--- src/rtl/instr_fetch.sv ---
// Fetch stage of the multicycle MIPS datapath: owns the PC, fetches over a req/ack port into the IR.
// Optional IFETCH_ALIGN_CHECK_EN: misaligned next-PC redirects to TRAP_PC and sets a sticky misalign flag.
module instr_fetch #(
  parameter logic [31:0] RESET_PC = 32'h0000_0000
`ifdef IFETCH_ALIGN_CHECK_EN
  , parameter logic [31:0] TRAP_PC = 32'h0000_0080
`endif
) (
  input  logic        clk,
  input  logic        rst,
  input  logic        advance,
  input  logic        Branch,
  input  logic        Zero,
  input  logic        Jump,
  input  logic [31:0] BranchOffset,
  input  logic [25:0] JumpTarget,
  output logic        imem_req,
  output logic [31:0] imem_addr,
  input  logic        imem_ack,
  input  logic [31:0] imem_rdata,
  output logic [31:0] Opcode,
  output logic        ir_valid,
  output logic [31:0] pc,
  output logic [31:0] pc_plus4
`ifdef IFETCH_ALIGN_CHECK_EN
  , output logic      misalign
`endif
);

  typedef enum logic {FETCH, HOLD} state_t;

  state_t      state, state_nx;
  logic        req_nx, ir_valid_nx;
  logic [31:0] pc_nx, opcode_nx;
  logic [31:0] next_pc_raw, next_pc;
`ifdef IFETCH_ALIGN_CHECK_EN
  logic        misalign_nx;
`endif

  assign pc_plus4  = pc + 32'd4;
  assign imem_addr = pc;

  // Jump beats taken branch; everything else falls through sequentially.
  always_comb begin
    next_pc_raw = pc_plus4;
    if (Jump)                next_pc_raw = {pc_plus4[31:28], JumpTarget, 2'b00};
    else if (Branch && Zero) next_pc_raw = pc_plus4 + (BranchOffset << 2);
  end

`ifdef IFETCH_ALIGN_CHECK_EN
  assign next_pc = next_pc_raw;
`else
  assign next_pc = next_pc_raw & ~32'h0000_0003;
`endif

  // Next-state logic. imem_req is only raised after the first post-reset edge, so a stale ack is dropped.
  always_comb begin
    state_nx    = state;
    req_nx      = imem_req;
    pc_nx       = pc;
    opcode_nx   = Opcode;
    ir_valid_nx = ir_valid;
`ifdef IFETCH_ALIGN_CHECK_EN
    misalign_nx = misalign;
`endif
    case (state)
      FETCH: begin
        if (!imem_req) begin
          req_nx = 1'b1;
        end else if (imem_ack) begin
          opcode_nx   = imem_rdata;
          ir_valid_nx = 1'b1;
          req_nx      = 1'b0;
          state_nx    = HOLD;
        end
      end
      HOLD: begin
        if (advance) begin
          pc_nx       = next_pc;
          ir_valid_nx = 1'b0;
          req_nx      = 1'b1;
          state_nx    = FETCH;
`ifdef IFETCH_ALIGN_CHECK_EN
          if (next_pc[1:0] != 2'b00) begin
            pc_nx       = TRAP_PC;
            misalign_nx = 1'b1;
          end
`endif
        end
      end
    endcase
  end

  always_ff @(posedge clk or negedge rst) begin
    if (!rst) begin
      state    <= FETCH;
      imem_req <= 1'b0;
      pc       <= RESET_PC;
      Opcode   <= 32'h0;
      ir_valid <= 1'b0;
`ifdef IFETCH_ALIGN_CHECK_EN
      misalign <= 1'b0;
`endif
    end else begin
      state    <= state_nx;
      imem_req <= req_nx;
      pc       <= pc_nx;
      Opcode   <= opcode_nx;
      ir_valid <= ir_valid_nx;
`ifdef IFETCH_ALIGN_CHECK_EN
      misalign <= misalign_nx;
`endif
    end
  end

endmodule

--- config.mk ---
export PLATFORM = sky130hd
export DESIGN_NAME = instr_fetch
export DESIGN_NICKNAME = d
export VERILOG_FILES = /design/src/rtl/instr_fetch.sv
export SDC_FILE = /design/constraint.sdc
export NUM_CORES = 1
export LEC_CHECK = 0
export ABC_AREA = 0
export CAP_MARGIN = 20
export CORE_ASPECT_RATIO = 2
export CORE_MARGIN = 2
export CORE_UTILIZATION = 47
export CTS_CLUSTER_DIAMETER = 50
export DETAILED_ROUTE_END_ITERATION = 8
export PLACE_DENSITY = 0.95
export REMOVE_ABC_BUFFERS = 1
export SKIP_LAST_GASP = 1
export SLEW_MARGIN = 20
export SYNTH_ARGS = -nofsm -noshare
export SYNTH_HDL_FRONTEND = slang
export SYNTH_SLANG_ARGS = --single-unit
--- constraint.sdc ---
create_clock -name clk -period 6.7 [get_ports clk]
set_clock_uncertainty 0.15 [all_clocks]
set_input_delay 0.67 -clock clk [delete_from_list [all_inputs] [get_ports clk]]
set_output_delay 0.67 -clock clk [all_outputs]
set_load 0.02 [all_outputs]
==> results of run 1 <==
## metal layers
layer | wire length (um) | vias up | GRT usage
met5 | 0 | - | 0
met4 | 1110 | 0 | 0.174
met3 | 1150 | 70 | 0.0480
met2 | 10100 | 318 | 0.542
met1 | 6440 | 2701 | 0.316
li1 | - | 2599 | -
## worst max-delay path: cells and delay by family (launching register included)
family / cells / cell delay, ns
adder cells (fa/ha/maj): 2 / 0.67
flip-flops: 1 / 0.54
AND/OR/NAND/NOR: 4 / 0.81
AO/OA/AOI/OAI: 7 / 1.62
XOR/XNOR: 2 / 0.69
## cells by family after synthesis
logic type,Yosys count,share of synthesized area
AND/OR/NAND/NOR,200,0.183
AO/OA/AOI/OAI,166,0.195
buffers and inverters,78,0.0796
flip-flops,65,0.299
XOR/XNOR,47,0.0770
multiplexers,39,0.0791
adder cells (fa/ha/maj),37,0.0865
other,1,0.000689
## power by group
group | leakage [nW] | switching [mW] | total, mW | internal, mW
clock network | 0.149 | 0.174 | 0.497 | 0.324
logic | 2.32 | 1.44 | 2.68 | 1.24
registers | 0.755 | 0.245 | 0.827 | 0.582
total | 3.22 | 1.86 | 4.00 | 2.14
## cells in the mapped netlist, drive strengths merged, types with 16 or more instances
library cell	instances	area share
mux2	32	0.066
xor2	16	0.026
ha	36	0.083
nand2	62	0.043
a21o	18	0.025
clkbuf	25	0.017
o21ai	38	0.037
buf	39	0.053
nand3	31	0.030
nor2	46	0.033
dfrtp	65	0.30
xnor2	31	0.051
a21oi	50	0.047
## path summary, 6_finish.rpt
path,end,slack (ns),cells past startpoint
worst min register to register,Opcode[30],0.35,1
worst max-delay path,imem_addr[27],2.07,15
worst min-delay path,Opcode[30],0.35,1
worst max register to register,imem_addr[27],2.07,15
max in group asynchronous,imem_addr[14],5.42,2
min in group asynchronous,Opcode[0],0.39,2
## flip-flops by register name, indices dropped and copies added (netlist names)
signal,flops
imem_addr,30
Opcode,32
state,1
imem_req,1
ir_valid,1
## cell type report
| cell class | instances | area [um2] | area share |
|---|---|---|---|
| clock buffer | 10 | 229 | 0.0293 |
| timing repair buffer | 226 | 2240 | 0.287 |
| multi-input combinational | 495 | 3400 | 0.436 |
| clock inverter | 5 | 81.3 | 0.0104 |
| sequential | 65 | 1630 | 0.208 |
| tap | 142 | 178 | 0.0228 |
| inverter | 14 | 52.6 | 0.00673 |
## through the flow
step / instances / worst slack (ns) / power, mW
2_1_floorplan: 574 / 2.46 / 2.33
3_3_place_gp: 942 / 2.28 / 3.42
3_5_place_dp: 942 / 2.17 / 3.48
4_1_cts: 957 / 2.14 / 4.00
5_1_grt: 957 / 1.86 / 4.23
6_report: 957 / 2.07 / 4.00
==> results.py, run 1 <==
metrics = {
    "outcome": {
        "outcome": "finished clean",
    },
    "final_layout": {
        "utilization": 0.692,
        "diodes": 0,
        "final_layout_size_suffix_gt1_frac": 0.0847,
        "nets": 945,
        "fin_area_um2": 7800,
        "layout_commonest_cell": "clkdlybuf4s50_1",
        "final.fill_count": 911,
        "final_cell_mix": "217 x clkdlybuf4s50_1, 65 x dfrtp_1, 61 x nand2_1",
        "syn2layout_area_growth_pct": 43.4,
    },
    "floorplan": {
        "start_util": 0.482,
        "dieArea_um2": 12500,
        "dieWidth_um": 80.1,
        "pin_count": 227,
        "rows": 55,
        "die_h_um": 156,
        "core-area_um2": 11300,
    },
    "detailed_routing": {
        "vias": 5688,
        "drc": 0,
        "drt_iter0_drc": 316,
        "antenna_left": 0,
        "dr.pass1.iters": 5,
        "routed_wl_um": 18800,
        "wire_per_inst_um": 19.6,
        "via_per_inst": 5.94,
    },
    "logic_synthesis": {
        "synthArstFlopShare": 1.00,
        "yosys_warnings": 0,
        "seq_area_frac_synth": 0.299,
        "synthCells": 633,
        "synth_edf_count": 0,
        "syn-cell-area_um2": 5440,
        "synth-main-ff-cell": "dfrtp_1",
        "yosysUniqueCellTypes": 64,
        "synth.avg_cell_area_um2": 8.60,
        "ys_ff_latch": 65,
    },
    "placed_design": {
        "dp_hpwl_um": 14500,
        "place_area_um2": 7490,
        "globalplace.congestion": 0.970,
        "port_buffers": 218,
    },
    "global_route": {
        "grt_pass1_wl_um": 28600,
        "grt_pass1_vias": 5582,
        "grt_max_degree": 66,
        "grt_overflow_total": 0,
        "gr-usage-all-layers": 0.299,
        "grt_antenna_before_repair": 0,
    },
    "min_path": {
        "hp-start": "Opcode[30]",
        "min_path_type": "reg -> reg",
    },
    "sta": {
        "period_share": 0.691,
        "setup_violations": 0,
        "fmax_mhz": 216,
        "tns_ns": 0,
        "slew_violations": 0,
        "fin_crit_ns": 4.63,
        "worst_slew_pin_slew_ns": 0.883,
        "finalHoldViolCount": 0,
        "rsz0062_at_grt": "false",
        "relSlewSlack": 0.411,
        "holdWs_ns": 0.354,
    },
    "setup_path": {
        "worstReg2RegStart": "imem_addr[2]",
        "worst_setup_path_end_kind": "register",
        "cp_slowest_cell": "dfrtp_1",
        "critPathArrivalTime_ns": 4.65,
        "path_cells": "ha_1, and3_1, nand3_2, nor2_2, nand3_1, xnor2_1, ha_1, a21o_1, a21oi_1, o21ai_0, a21o_1, a221oi_1, o21bai_1, xnor2_1, a221oi_1",
        "path_class": "reg -> reg",
        "crit_path_start_kind": "register",
        "worstPathMaxFanout": 8,
        "crit_start": "imem_addr[2]",
        "critPathMaxStageDelay_ns": 0.54,
        "required_ns": 6.72,
    },
    "clock_tree": {
        "cts_buffers": 9,
        "cts-root-buf": "clkbuf_16",
        "cts-resized-gates": 0,
        "cts_tree": "done",
        "clk_pin_slew_ns": 0.06,
        "post_cts_buffers": 0,
        "clock_path_buffers": 2,
        "cts_hold_buf": 0,
        "htree_levels": 3,
        "clock_sinks": 65,
        "clk_latency_ns": 0.33,
    },
    "power": {
        "p_per_area_nw_per_um2": 513,
        "leakage_nw": 3.22,
        "peakVddDrop_mv": 0.367,
    },
    "job": {
        "maxCapViolCount": 0,
    },
}
(Power assumes the default switching activity.)
==> run 2, diff against run 1 <==
CORE_UTILIZATION = 44   (was 47)
PLACE_DENSITY = 0.91   (was 0.95)
clock period = 4.6 ns   (was 6.7 ns; I/O delays follow)
==> results.py, run 2 (same netlist as run 1, synthesis figures left out) <==
metrics = {
    "outcome": {
        "outcome": "finished clean",
    },
    "setup_path": {
        "regToRegSetupSlack_ns": 0.27,
        "path_class": "reg -> reg",
        "worstPathMaxFanout": 7,
        "critPathArrivalTime_ns": 4.41,
        "crit_path_start_kind": "register",
        "required_ns": 4.68,
        "reg2reg_depth": 15,
        "worst_setup_path_end_kind": "register",
    },
    "placed_design": {
        "post-place-ws_ns": 0.359,
        "dp_hpwl_um": 14800,
        "port_buffers": 218,
        "globalplace.congestion": 0.941,
        "place_area_um2": 7560,
        "place_inst": 955,
    },
    "floorplan": {
        "pin_count": 227,
        "start_util": 0.449,
        "dieWidth_um": 82.6,
        "core-area_um2": 12100,
        "dieArea_um2": 13300,
        "rows": 57,
        "die_h_um": 161,
    },
    "final_layout": {
        "top_register": "Opcode",
        "fin_area_um2": 7860,
        "largest_reg_flops": 32,
        "diodes": 0,
        "nets": 954,
        "syn2layout_area_growth_pct": 44.4,
        "register_area_um2": 1630,
        "final_layout_size_suffix_gt1_frac": 0.0970,
        "final_cell_mix": "217 x clkdlybuf4s50_1, 64 x dfrtp_1, 61 x nand2_1",
        "multiInputGateArea_um2": 3400,
        "final.fill_count": 988,
        "layout.cells.non_filler": 972,
        "layout_commonest_cell": "clkdlybuf4s50_1",
    },
    "detailed_routing": {
        "routed_wl_um": 18600,
        "highest_layer": "met4",
        "dr.pass1.iters": 5,
        "dr_wl_met2_um": 10000,
        "wl_met1_um": 6190,
        "wire_per_inst_um": 19.2,
        "via_per_inst": 5.87,
        "vias": 5702,
        "wl_met3_um": 1120,
        "drt_iter0_drc": 376,
        "antenna_left": 0,
        "drc": 0,
    },
    "clock_tree": {
        "cts_tree": "done",
        "htree_levels": 3,
        "clock_path_buffers": 2,
        "cts_buffers": 9,
        "clock_sinks": 65,
        "cts-root-buf": "clkbuf_16",
        "clk_latency_ns": 0.34,
        "post_cts_buffers": 0,
        "clk_pin_slew_ns": 0.06,
    },
    "power": {
        "peakVddDrop_mv": 0.514,
        "total_power_mw": 5.82,
        "p_per_area_nw_per_um2": 740,
        "leakage_nw": 3.25,
    },
    "sta": {
        "period_share": 0.942,
        "finalHoldViolCount": 0,
        "fin_crit_ns": 4.33,
        "rsz0062_at_grt": "false",
        "setup_violations": 0,
        "tns_ns": 0,
        "fin_ws_ns": 0.269,
        "relSlewSlack": 0.405,
        "slew_violations": 0,
        "worst_slew_pin_slew_ns": 0.891,
        "fmax_mhz": 231,
    },
    "job": {
        "maxCapViolCount": 0,
    },
    "global_route": {
        "grt_max_degree": 43,
        "gr-usage-all-layers": 0.281,
        "grt_overflow_total": 0,
        "grt_pass1_vias": 5597,
        "grt_antenna_before_repair": 0,
        "grt_pass1_wl_um": 28300,
    },
    "min_path": {
        "min_path_type": "reg -> reg",
        "min_path_cells": 2,
    },
}
[run 2: critical path, stage by stage (launching register included)]
cell and delay [ns]:
dfrtp_1 0.50, and4_1 0.32, and3_1 0.30, nand3_2 0.15, nor2_2 0.19, nand3_1 0.11, xnor2_1 0.30, ha_1 0.39
a21o_1 0.20, a21oi_1 0.28, o21ai_0 0.17, a21o_1 0.20, a221oi_1 0.38, o21bai_1 0.13, xnor2_1 0.17, a221oi_1 0.27
[run 2: final cells by class]
| type | instances | share of cell area |
|---|---|---|
| clock inverters | 6 | 0.00621 |
| flip-flops and latches | 65 | 0.207 |
| inverters | 14 | 0.00669 |
| multi-input cells | 495 | 0.433 |
| repair buffers | 235 | 0.294 |
| well taps | 147 | 0.0234 |
| clock buffers | 10 | 0.0304 |
[run 2: path summary, 6_finish.rpt]
path | startpoint | end
worst max-delay path | imem_addr[5] | imem_addr[27]
worst min-delay path | ir_valid | ir_valid
worst max register to register | imem_addr[5] | imem_addr[27]
worst min register to register | ir_valid | ir_valid
max in group asynchronous | rst | Opcode[19]
min in group asynchronous | rst | imem_addr[3]
[run 2: what timing repair did]
item                                    CTS  global route
hold buffers                              1             0
resized for setup                         0             1
endpoints found under the setup margin    0             1
endpoints found under the hold margin     7             0
[run 2: through the flow]
stage	hold slack, ns	util
finish	0.323	0.648
global route	0.372	0.648
CTS	0.328	0.648
detailed placement	0.314	0.624
global placement	0.315	0.624
floorplan	0.0144	-
[run 2: power breakdown]
| group | internal, mW | switching [mW] |
|---|---|---|
| logic | 1.84 | 2.13 |
| registers | 0.848 | 0.336 |
| clock network | 0.385 | 0.281 |
| total | 3.07 | 2.75 |
[run 2: routing by layer]
| layer | up-vias | GRT usage |
|---|---|---|
| met4 | 0 | 0.182 |
| met1 | 2727 | 0.286 |
| li1 | 2623 | - |
| met5 | - | 0 |
| met2 | 276 | 0.505 |
| met3 | 76 | 0.0425 |
